--- src/rtl/divider.sv ---
// Sequential 16-bit restoring divider: result = {remainder, quotient}, flagged by validity.
// Optional macro DIVIDER_SIGNED_EN selects two's-complement operands with sign fix-up.
module divider (
  input  logic        clk,
  input  logic        rst,
  input  logic        control,
  input  logic [15:0] dividend,
  input  logic [15:0] divisor,
  output logic        validity,
  output logic [31:0] result
);
  localparam int unsigned W  = 16;
  localparam int unsigned CW = 5;

  typedef enum logic [1:0] {IDLE = 2'd0, BUSY = 2'd1, DONE = 2'd2} state_e;

  state_e         state_q, state_d;
  logic           ctrl_q, ctrl_d;
  logic [CW-1:0]  cnt_q, cnt_d;
  logic [W:0]     rem_q, rem_d;
  logic [W-1:0]   quo_q, quo_d;
  logic [W-1:0]   dvsr_q, dvsr_d;
  logic           validity_q, validity_d;
  logic [2*W-1:0] result_q, result_d;

  logic           start_c, accept_c, last_c, fit_c;
  logic [W+1:0]   shift_c, diff_c;
  logic [W:0]     rem_step_c;
  logic [W-1:0]   quo_step_c, q_fin_c, r_fin_c, dvd_in_c, dvs_in_c;

`ifdef DIVIDER_SIGNED_EN
  logic dneg_q, dneg_d, qneg_q, qneg_d;
`endif

  assign start_c  = control & ~ctrl_q;
  assign accept_c = start_c && (state_q != BUSY);
  assign last_c   = (cnt_q == CW'(W - 1));

  // Operand conditioning at start and one restoring step plus final fix-up
  always_comb begin
`ifdef DIVIDER_SIGNED_EN
    dvd_in_c = dividend[W-1] ? W'(-dividend) : dividend;
    dvs_in_c = divisor[W-1]  ? W'(-divisor)  : divisor;
`else
    dvd_in_c = dividend;
    dvs_in_c = divisor;
`endif
    // Upper bit of rem_q is always 0 after a step, so the borrow of diff_c is exact
    shift_c    = {1'b0, rem_q, quo_q[W-1]};
    diff_c     = shift_c - {2'b00, dvsr_q};
    fit_c      = ~diff_c[W+1];
    rem_step_c = fit_c ? diff_c[W:0] : shift_c[W:0];
    quo_step_c = {quo_q[W-2:0], fit_c};
`ifdef DIVIDER_SIGNED_EN
    q_fin_c = (dvsr_q == '0) ? '1 : (qneg_q ? W'(-quo_step_c) : quo_step_c);
    r_fin_c = dneg_q ? W'(-rem_step_c[W-1:0]) : rem_step_c[W-1:0];
`else
    q_fin_c = quo_step_c;
    r_fin_c = rem_step_c[W-1:0];
`endif
  end

  // State register
  always_ff @(posedge clk or posedge rst) begin
    if (rst) state_q <= IDLE;
    else     state_q <= state_d;
  end

  // Next-state logic
  always_comb begin
    state_d = state_q;
    case (state_q)
      IDLE, DONE: if (start_c) state_d = BUSY;
      BUSY:       if (last_c)  state_d = DONE;
      default:    state_d = IDLE;
    endcase
  end

  // Datapath and output next values
  always_comb begin
    ctrl_d     = control;
    cnt_d      = cnt_q;
    rem_d      = rem_q;
    quo_d      = quo_q;
    dvsr_d     = dvsr_q;
    validity_d = validity_q;
    result_d   = result_q;
`ifdef DIVIDER_SIGNED_EN
    dneg_d     = dneg_q;
    qneg_d     = qneg_q;
`endif
    if (accept_c) begin
      quo_d      = dvd_in_c;
      dvsr_d     = dvs_in_c;
      rem_d      = '0;
      cnt_d      = '0;
      validity_d = 1'b0;
`ifdef DIVIDER_SIGNED_EN
      dneg_d     = dividend[W-1];
      qneg_d     = dividend[W-1] ^ divisor[W-1];
`endif
    end else if (state_q == BUSY) begin
      rem_d = rem_step_c;
      quo_d = quo_step_c;
      cnt_d = cnt_q + CW'(1);
      if (last_c) begin
        result_d   = {r_fin_c, q_fin_c};
        validity_d = 1'b1;
      end
    end
  end

  always_ff @(posedge clk or posedge rst) begin
    if (rst) begin
      ctrl_q     <= 1'b0;
      cnt_q      <= '0;
      rem_q      <= '0;
      quo_q      <= '0;
      dvsr_q     <= '0;
      validity_q <= 1'b0;
      result_q   <= '0;
`ifdef DIVIDER_SIGNED_EN
      dneg_q     <= 1'b0;
      qneg_q     <= 1'b0;
`endif
    end else begin
      ctrl_q     <= ctrl_d;
      cnt_q      <= cnt_d;
      rem_q      <= rem_d;
      quo_q      <= quo_d;
      dvsr_q     <= dvsr_d;
      validity_q <= validity_d;
      result_q   <= result_d;
`ifdef DIVIDER_SIGNED_EN
      dneg_q     <= dneg_d;
      qneg_q     <= qneg_d;
`endif
    end
  end

  assign validity = validity_q;
  assign result   = result_q;

endmodule

--- config.mk ---
export PLATFORM = sky130hd
export DESIGN_NAME = divider
export DESIGN_NICKNAME = d
export VERILOG_FILES = /design/src/rtl/divider.sv
export SDC_FILE = /design/constraint.sdc
export NUM_CORES = 1
export LEC_CHECK = 0
export CORE_MARGIN = 5
export CORE_UTILIZATION = 40
export DETAILED_ROUTE_END_ITERATION = 7
export GPL_TIMING_DRIVEN = 0
export PLACE_DENSITY = 0.72
export RECOVER_POWER = 25
export SYNTH_ARGS = -nofsm -noshare
export SYNTH_HDL_FRONTEND = slang
export SYNTH_SLANG_ARGS = --single-unit
--- constraint.sdc ---
create_clock -name clk -period 6.4 [get_ports clk]
set_input_delay 1.28 -clock clk [delete_from_list [all_inputs] [get_ports clk]]
set_output_delay 1.28 -clock clk [all_outputs]
set_load 0.05 [all_outputs]
==> results of run 1 <==
==> cells by family after synthesis <==
group                    Yosys count  share of synthesized area
AND/OR/NAND/NOR                  143                     0.1344
AO/OA/AOI/OAI                    116                     0.1555
buffers and inverters             51                    0.04498
XOR/XNOR                          15                    0.02952
flip-flops                        90                     0.5060
multiplexers                      31                    0.07450
adder cells (fa/ha/maj)           19                    0.05510
==> metrics by stage <==
stage               cell area (um2)  std cells  utilization
CTS                            5527        688       0.5076
global placement               5296        672       0.4864
finish                         5525        688       0.5075
floorplan                      4451        465            -
detailed placement             5326        673       0.4892
global route                   5525        688       0.5075
==> flip-flops by register name, summed over array words and instances, names as in the netlist <==
signal	count
cnt_q	5
ctrl_q	1
dvsr_q	16
quo_q	16
rem_q	17
result	32
state_q	2
validity	1
==> layer usage <==
| layer | GRT usage | part of all wire | up-vias |
|---|---|---|---|
| met5 | 0 | 0 | - |
| met4 | 0.05086 | 0.0084 | 0 |
| met3 | 0.04230 | 0.056 | 12 |
| met2 | 0.2724 | 0.47 | 96 |
| met1 | 0.2238 | 0.47 | 1686 |
| li1 | - | - | 1759 |
==> how the worst min path moves through the flow <==
| stage | from | endpoint | slack (ns) | depth (start not counted) |
|---|---|---|---|---|
| 5_1_grt | result[18] | result[18] | 0.52 | 2 |
| 3_5_place_dp | result[29] | result[29] | 0.48 | 2 |
| 6_report | result[29] | result[29] | 0.49 | 2 |
| 3_3_place_gp | cnt_q[4] | cnt_q[4] | 0.46 | 2 |
| 2_1_floorplan | cnt_q[4] | cnt_q[4] | 0.45 | 2 |
| 4_1_cts | result[29] | result[29] | 0.49 | 2 |
==> placed cells by master, fill, tap and decap left out, drive strengths merged, types with 13 or more instances in the layout <==
cell,count
dfrtp,90
ha,18
mux2,17
inv,20
clkbuf,39
a31oi,18
nand2,96
a21oi,13
mux2i,14
clkdlybuf4s50,65
nor2,22
o21ai,60
==> area by class of cell <==
class | instances | area (um2) | share of cell area
timing repair buffer | 68 | 698.2 | 0.1264
clock inverter | 3 | 65.06 | 0.01178
clock buffer | 12 | 135.1 | 0.02446
tap | 140 | 175.2 | 0.03170
multi-input combinational | 324 | 1998 | 0.3616
buffer | 30 | 121.4 | 0.02197
sequential | 90 | 2252 | 0.4076
inverter | 21 | 80.08 | 0.01449
==> worst max-delay path, stage by stage (launching register included) <==
cell	delay (ns)
dfrtp_1	0.41
ha_1	0.41
a21o_1	0.25
a211o_1	0.35
a221o_1	0.35
or3b_1	0.40
buf_6	0.18
or4_1	0.47
nand3_1	0.08
==> metrics, run 1 <==
outcome finished, violations left; failing checks capacitance limit, slew limit; largest net degree at the start of global routing 51; r2r endpoint rem_q[16]; antenna violations before repair 0; gr ovfl total 0; DR WL/cell 15.27 um; final setup TNS 0 ns; ANT nets after route 0; Chip Height 115.5 um; Cells after Synth approximately 470; Hold WC Path Type reg2reg; DRT iter0 DRCs 129; Port Buffers 67; Tcrit/Tclk final 0.4621; Worst Setup Path Type reg2reg; Final setup viols 0; Clock Skew 0.01132 ns; Clock Latency Late Sink approximately 0.36 ns; top flip-flop cell by instance count after synthesis dfrtp_1; # diodes 0; CP startpoint rem_q[13]; Worst Setup End Kind register; top cells by area, synth dfrtp_1 (51%), nand2_1 (8.1%), o21ai_0 (6.7%), ha_1 (5.1%), mux2_2 (4.3%); Max Cap Viol 1; synthesized flop and latch total 90; r2r setup slk 3.44 ns; Yosys Warn Count 0; gpl congestion 0.8821; number of flops mapped to enable cells by yosys 0; CTS resizes 0; Final Hold Vio Count 0; chip width 115.5 um; CTS buffer count 9; syn nets 519; cell taking the most area after synthesis dfrtp_1; Synth top area share 0.5060; Slew Limit Fails 41; starting density of the core 0.4088; layout cell share with drive strength beyond 1 0.06387; WP data required 6.69 ns; Post-route DRC 0; top-level I/O count 68; CTS tree yes; Slew HR -0.2381; RSZ-0062 raised after global routing false; count leader, synth nand2_1; post-CTS setup repair buffer count 0; Tmin final 2.957 ns; FMAX around 340 MHz; Netlist cell types 47; Worst-path clk slew 0.08 ns; Via-to-Cell Ratio a little over 5; total track usage 0.1681; Worst Hold Margin 0.4887 ns; asr flop ratio synth 1.000; vias 3553; startpoint types register; crit path DAT 3.25 ns; nets about 600; pre-CTS setup slack 3.261 ns; r2r worst-path depth 8; worst setup path end rem_q[16]; CTS sink count 90; die area between 10000 and 15000 um2; Mean Syn Cell Area about 9.6 um2; post-synthesis sequential area ratio 0.5060; final WL 10.51 mm; Slew @ Worst Pin 1.847 ns; Critical R2R Launch rem_q[13]; htree depth 3; core area around 11000 um2; first-pass GRT wire length between 15 and 20 mm; clk buf depth 2; drt first pass iters 4; Synth top cells by count nand2_1 (96), dfrtp_1 (90), o21ai_0 (60); detailed placement HPWL between 7 and 8 mm; Area Growth Syn to Fin 24.15%; CTS Root Cell clkbuf_8; FILL cells 982; row count 38; number of global-route vias before repair 3799; CTS Hold Bufs 0; Final WS setup 3.443 ns; Mapped Area 4451 um2; Crit Path Max Fanout 10
Power of run 1 is left out: the tool's default activity adds up to more than one toggle a clock period on the data nets, which glitch-free logic cannot reach.
==> run 2: changes to the inputs <==
==> constraint.sdc (replaced) <==
create_clock -name clk -period 2.8 [get_ports clk]
set_input_delay 0.56 -clock clk [delete_from_list [all_inputs] [get_ports clk]]
set_output_delay 0.56 -clock clk [all_outputs]
set_load 0.05 [all_outputs]
==> metrics, run 2 (synthesized netlist as in run 1, its figures left out) <==
Clock Latency Late Sink 0.37 ns (about the same); failing checks setup timing; r2r endpoint rem_q[0]; final setup TNS -0.1364 ns (-0.1364 ns); Critical R2R Launch rem_q[0]; CP delay by family, top compound AO/OA/AOI/OAI gates; DR WL/cell 15.66 um (+2.6%); startpoint types register; Worst Setup Path Type reg2reg; CTS sink count 90 (unchanged); Chip Height 115.5 um (unchanged); Max Cap Viol 0 (-1); outcome finished, violations left; CP Cell Sequence ha_1 -> nor2b_4 -> o2111ai_4 -> a2111oi_4 -> nor3_1 -> or3b_1 -> buf_6 -> buf_8 -> mux2_4 -> o21ai_1; crit path DAT 3.17 ns (-0.08 ns); drt first pass iters 4 (unchanged); CTS tree yes; CTS Root Cell clkbuf_8; Final Hold Vio Count 0 (unchanged); most frequent cells in the layout nand2_1 (96), dfrtp_1 (90), clkdlybuf4s50_1 (65); antenna violations before repair 0 (unchanged); ANT nets after route 0 (unchanged); row count 38 (unchanged); Via-to-Cell Ratio 5.181 (+0.32%); CP max stage cell dfrtp_1; core area 10890 um2 (unchanged); gpl congestion 0.8650 (-1.9%); Final setup viols 5 (+5); CTS Hold Bufs 0 (unchanged); layout cell share with drive strength beyond 1 0.1470 (+0.08308); chip width 115.5 um (unchanged); detailed placement HPWL 7.842 mm (-0.30%); pre-CTS setup slack -0.1522 ns (-3.413 ns); max reg flops 32 (unchanged); worst setup path end rem_q[0]; DRT iter0 DRCs 193 (+50%); die area 13340 um2 (unchanged); crit path buf inv count 2 (+1); nets 607 (+1.5%); WP data required 3.10 ns (-3.59 ns); CTS buffer count 9 (unchanged); Slew @ Worst Pin 0.8959 ns (-0.9511 ns); Tcrit/Tclk final 1.023 (+0.5610); top-level I/O count 68 (unchanged); final WL 10.93 mm (+4.0%); Worst-path clk slew 0.09 ns (about the same); Worst Setup End Kind register; starting density of the core 0.4088 (unchanged); Port Buffers 67 (unchanged); number of global-route vias before repair 3704 (-2.5%); Slew Limit Fails 0 (-100%); Tmin final 2.865 ns (-0.09263 ns); CP startpoint rem_q[0]; r2r setup slk -0.06 ns (-3.51 ns); htree depth 3 (unchanged); commonest non-fill, non-tap cell in the layout nand2_1; Post-route DRC 0 (unchanged); gr ovfl total 0 (unchanged); Largest stage delay, worst path 0.45 ns (-0.02 ns); vias 3616 (+1.8%); total track usage 0.1654 (-0.002692); Clock Skew 0.01161 ns (+0.0002985 ns); largest net degree at the start of global routing 43 (-16%); Hold WC Path Type reg2reg; first-pass GRT wire length 17.71 mm (-2.1%); Area Growth Syn to Fin 31.43%; r2r worst-path depth 10 (+2); RSZ-0062 raised after global routing true; Slew HR 0.3995 (+0.6375); # diodes 0 (unchanged); FMAX 349.1 MHz (+3.2%); Final WS setup -0.06482 ns (-3.507 ns); Levels on crit path 10 (+2); Crit Path Max Fanout 6 (-4); clk buf depth 2 (unchanged)
-- run 2: final cells by class --
class                   instances  area (um2)
fillers                       939        5039
flip-flops and latches         90        2252
multi-input cells             324        2220
repair buffers                 82       800.8
well taps                     140       175.2
clock buffers                   9       123.9
plain buffers                  25       105.1
clock inverters                 7       92.59
inverters                      21       80.08
-- run 2: how the worst min path moves through the flow --
stage	from	cells after the start	end
3_5_place_dp	result[28]	2	result[28]
4_1_cts	result[28]	2	result[28]
5_1_grt	result[21]	2	result[21]
3_3_place_gp	cnt_q[4]	2	cnt_q[4]
6_report	result[16]	2	result[16]
2_1_floorplan	cnt_q[4]	2	cnt_q[4]
-- run 2: worst register-to-register path, cell delays in order (launching register included) --
cell and delay (ns):
dfrtp_1 0.45, ha_1 0.31, nor2b_4 0.17, o2111ai_4 0.18, a2111oi_4 0.42, nor3_1 0.09
or3b_1 0.43, buf_6 0.16, buf_8 0.14, mux2_4 0.32, o21ai_1 0.12
-- run 2: metal layers --
| layer | wire length (um) | track usage | vias to the layer above |
|---|---|---|---|
| met1 | 5016 | 0.2188 | 1754 |
| li1 | - | - | 1773 |
| met3 | 546 | 0.04230 | 8 |
| met5 | 0 | 0 | - |
| met2 | 5267 | 0.2674 | 81 |
| met4 | 103 | 0.05321 | 0 |
-- run 2: stage by stage --
step / cells / area (um2) / hold slack [ns] / util
after floorplan: 465 / 4454 / 0.4498 / -
after global placement: 672 / 5300 / 0.4609 / 0.4868
after detailed placement: 674 / 5340 / 0.4751 / 0.4905
after CTS: 694 / 5647 / 0.4941 / 0.5186
after global routing: 698 / 5849 / 0.5166 / 0.5372
final: 698 / 5849 / 0.4881 / 0.5372
-- run 2: repair_timing --
item / 4_1_cts / 5_1_grt
gates resized for setup: 8 / 61
setup buffers: 6 / 7
pin swaps: 2 / 10
setup endpoints to repair: 28 / 33
Power of run 2 is left out for the same reason.
==> run 3: changes to the inputs <==
--- a/config.mk
+++ b/config.mk
@@ -11,6 +11,7 @@
 export GPL_TIMING_DRIVEN = 0
 export PLACE_DENSITY = 0.72
 export RECOVER_POWER = 25
+export SLEW_MARGIN = 20
 export SYNTH_ARGS = -nofsm -noshare
 export SYNTH_HDL_FRONTEND = slang
 export SYNTH_SLANG_ARGS = --single-unit
==> metrics, run 3 (synthesized netlist as in run 1, its figures left out) <==
outcome finished, violations left; failing checks setup timing; Final WS setup -0.1574 ns (-0.09263 ns); Final setup viols 33 (+28); CTS buffer count 9 (unchanged); Area Growth Syn to Fin 31.07%; CP max stage cell ha_1; Via-to-Cell Ratio 5.232 (+1.0%); Slew @ Worst Pin 1.227 ns (+0.3313 ns); CTS Root Cell clkbuf_8; clk buf depth 2 (unchanged); cell count after placement 674 (unchanged); Tmin final 2.957 ns (+0.09263 ns); Worst Setup End Kind register; crit path DAT 3.25 ns (+0.08 ns); startpoint types register; drt first pass iters 4 (unchanged); Worst Setup Path Type reg2reg; met1 global-route usage 0.2209 (+0.002116); chip width 115.5 um (unchanged); row count 38 (unchanged); ANT nets after route 0 (unchanged); gr ovfl total 0 (unchanged); Design Area, Final 5833 um2 (-0.28%); largest net degree at the start of global routing 36 (-16%); layout cell share with drive strength beyond 1 0.1436 (-0.003327); detailed placement HPWL 7.875 mm (+0.42%); non-filler instance count after layout 697 (-0.14%); met2 usage 0.2685 (+0.001157); Clock Latency Late Sink 0.36 ns (about the same); FMAX 338.1 MHz (-3.1%); Worst-path clk slew 0.10 ns (about the same); CP Cell Sequence ha_1 -> a21o_1 -> a31oi_4 -> a2111oi_4 -> o21ai_0 -> or3b_1 -> buf_6 -> buf_12 -> mux2_4 -> o21ai_1; Largest stage delay, worst path 0.43 ns (-0.02 ns); final WL 11.09 mm (+1.4%); FILL cells 978 (+4.2%); CTS sink count 90 (unchanged); Chip Height 115.5 um (unchanged); most frequent cells in the layout nand2_1 (96), dfrtp_1 (90), clkdlybuf4s50_1 (65); DR WL/cell 15.90 um (+1.5%); Max Cap Viol 0 (unchanged); top-level I/O count 68 (unchanged); Port Buffers 67 (unchanged); Hold WC Path Type reg2reg; first-pass GRT wire length 17.83 mm (+0.70%); Top Usage Layer GRT met2; Crit Path Max Fanout 6 (unchanged); WP data required 3.10 ns (about the same); max reg flops 32 (unchanged); die area 13340 um2 (unchanged); Tcrit/Tclk final 1.056 (+0.03308); antenna violations before repair 0 (unchanged); Slew Limit Fails 0 (unchanged); number of global-route vias before repair 3774 (+1.9%); # diodes 0 (unchanged); Final Hold Vio Count 0 (unchanged); DRT iter0 DRCs 152 (-21%); Post-route DRC 0 (unchanged); commonest non-fill, non-tap cell in the layout nand2_1; core area 10890 um2 (unchanged); Post-Route Utilization 0.5357 (-0.001494); total track usage 0.1657 (+0.0003311); nets 606 (-0.16%); CTS tree yes; gpl congestion 0.8650 (unchanged); vias 3647 (+0.86%); Clock Skew 0.01240 ns (+0.0007864 ns); RSZ-0062 raised after global routing true; dpl cell area 5340 um2 (unchanged); met3 Usage GRT 0.04386 (+0.001567); htree depth 3 (unchanged); Slew HR 0.1774 (-0.2221); starting density of the core 0.4088 (unchanged)
==> run 3: layout make-up <==
| type | count | area [um2] | area share |
|---|---|---|---|
| Sequential cell | 90 | 2252 | 0.3861 |
| Multi-Input combinational cell | 324 | 2198 | 0.3769 |
| Timing Repair Buffer | 81 | 798.3 | 0.1369 |
| Tap cell | 140 | 175.2 | 0.03003 |
| Clock buffer | 9 | 123.9 | 0.02124 |
| Buffer | 25 | 105.1 | 0.01802 |
| Clock inverter | 7 | 100.1 | 0.01716 |
| Inverter | 21 | 80.08 | 0.01373 |
==> run 3: timing repair <==
item,4_1_cts,5_1_grt
buffers inserted,4,8
endpoints found under the setup margin,28,33
gates cloned,0,0
hold buffers,0,0
resized for setup,9,47
pin swaps,2,12
hold endpoints to repair,0,0
==> run 3: layer usage <==
metal  vias to the layer above  share of wire
met5                         -              0
met4                         0          0.012
met3                        11          0.051
met2                        95           0.48
met1                      1758           0.46
li1                       1783              -
==> run 3: metrics by stage <==
| step | setup TNS (ns) | hold slack [ns] | worst slack (ns) |
|---|---|---|---|
| after floorplan | 0 | 0.4498 | 0.05499 |
| after global placement | -0.3628 | 0.4609 | -0.07751 |
| after detailed placement | -1.587 | 0.4751 | -0.1514 |
| after CTS | 0 | 0.4941 | 0.002115 |
| after global routing | -4.690 | 0.5212 | -0.1869 |
| final | -2.554 | 0.4886 | -0.1574 |
==> run 3: worst paths after layout <==
| path | end | slack, ns | startpoint | cells past startpoint |
|---|---|---|---|---|
| min | result[16] | 0.49 | result[16] | 2 |
| min in group asynchronous | quo_q[14] | 0.90 | rst | 2 |
| max reg2reg | rem_q[0] | -0.16 | rem_q[3] | 10 |
| max in group asynchronous | result[23] | 0.67 | rst | 3 |
| min reg2reg | result[16] | 0.49 | result[16] | 2 |
| max | rem_q[0] | -0.16 | rem_q[3] | 10 |
==> run 3: worst max-delay path, delay by kind of cell (launching register included) <==
kind,cells,cell delay [ns]
adders and majority gates,1,0.43
AOI/OAI and AO/OA,5,0.99
DFF,1,0.41
buffers and inverters,2,0.32
and+or+nand+nor,1,0.43
muxes,1,0.31
Power of run 3 is left out for the same reason.
==> variant: new RTL, config.mk and constraints of run 3 <==
Add a define of `DIVIDER_SIGNED_EN`.
--- a/src/rtl/divider.sv
+++ b/src/rtl/divider.sv
@@ -2,2 +2,4 @@
 // Optional macro DIVIDER_SIGNED_EN selects two's-complement operands with sign fix-up.
+`define DIVIDER_SIGNED_EN
+
 module divider (
Function: same outputs for any inputs over 10 cycles, from zero or initial values and one cycle with rst high; that may be too few to reach the edited logic, so the function may still have changed.
==> variant against run 3 <==
The flow still finishes with violations (setup timing); clock skew down 0.0016 ns; worst setup slack worse by 0.81 ns; sequential cell count up 2; cell area up 51%; area after synthesis up 37%; wire length up 80%; first-iteration DRC count rose to 4.2 times the old value; critical path type unchanged.
Power is not shown: default switching activity piles up to over one toggle a cycle in this logic, so the estimate is an artifact.
==> variant: results <==
metrics = {
    "worst_setup_path": {
        "cp_slowest_stage_delay_ns": 0.52,
        "worstPathMaxFanout": 5,
        "cp_slowest_cell": "or4_4",
        "cp.arrival_ns": 3.99,
        "crit_family": "simple AND/OR/NAND/NOR gates",
    },
    "cts": {
        "cts_root_buf": "clkbuf_16",
        "clkTransAtPathRegs_ns": 0.07,
    },
    "cells_and_area": {
        "nFillCells": 1221,
        "drive_gt1_share_pct": 26.7,
    },
    "timing": {
        "max_slew_margin_pct": 20.7,
        "setup-tns-final_ns": -18.90,
        "worst_slack_ns": -0.970,
        "setup_viol": 47,
    },
    "status": {
        "outcome": "finished, violations left",
        "violations": "setup timing",
    },
    "placement": {
        "routabilityCongestion": 0.912,
        "numPortBuffers": 66,
        "dp_hpwl_um": 12200,
        "dp_slack_ns": -1.37,
    },
    "global_routing": {
        "grt_max_degree": 35,
        "grt_first_pass_wirelength_um": 30200,
        "grt_use_total_pct": 20.9,
    },
    "detailed_routing": {
        "drt-pass1-iter-count": 5,
        "drt_iter0_drc": 633,
    },
    "synth": {
        "ys_seq_area_share_pct": 37.8,
        "synth_commonest_cells": "nand2_1 (113), dfrtp_1 (92), o21ai_0 (83)",
        "synth_nets": 784,
        "synth.area.top_cells": "dfrtp_1 (38%), nand2_1 (7.0%), o21ai_0 (6.8%)",
        "synthDistinctLibCells": 68,
    },
}
[variant: cell types whose count changed after synthesis, moves of 14 or more]
| cell | delta |
|---|---|
| nand2_1 | +17 |
| nor2_1 | +39 |
| o21ai_0 | +23 |
| a21oi_1 | +39 |
| a31oi_1 | -14 |
| xor2_1 | +36 |
| o31ai_1 | +19 |
[variant: worst paths after layout]
check / start / depth (start not counted) / slack (ns) / endpoint
min: dvsr_q[13] / 2 / 0.48 / dvsr_q[13]
min in group asynchronous: rst / 2 / 0.88 / result[13]
max reg2reg: rem_q[6] / 17 / -0.97 / result[14]
max in group asynchronous: rst / 3 / 0.52 / rem_q[2]
min reg2reg: dvsr_q[13] / 2 / 0.48 / dvsr_q[13]
max: rem_q[6] / 17 / -0.97 / result[14]
[variant: worst min-delay path: stages, from the launching register on]
cell and delay (ns):
dfrtp_1 0.35, nand2_1 0.05, o21ai_0 0.06
[variant: what timing repair did]
item	in CTS	in global routing
gates resized for setup	153	62
endpoints found under the setup margin	48	50
pin swaps	38	39
setup buffers	46	24
cloned	0	0
[variant: kinds of logic after synthesis]
kind of cell,synth area share (%)
buffers and inverters,4.34
DFF,37.8
AOI/OAI and AO/OA,21.7
and+or+nand+nor,18.6
xor gates and xnor gates,8.92
muxes,3.74
adders and majority gates,4.85
[variant: metrics by stage]
step	area (um2)	hold slack (ns)
floorplan	6210	0.449
global placement	7110	0.461
detailed placement	7150	0.469
CTS	8380	0.487
global route	8800	0.514
finish	8800	0.485
[variant: metal layers]
layer / part of all wire, % / global-route usage [%]
met3: 7.7 / 3.36
met5: 0 / 0
met2: 48 / 33.4
met1: 41 / 27.8
met4: 3.2 / 9.77
[variant: final cells by class]
type                            count  area, um2  area share, %
Multi-Input combinational cell    567       4360           49.5
Sequential cell                    92       2320           26.4
Inverter                           34        139           1.58
Tap cell                          188        235           2.67
Timing Repair Buffer              136       1280           14.5
Clock inverter                      6       68.8          0.782
Clock buffer                       10        239           2.72
Buffer                             32        159           1.81
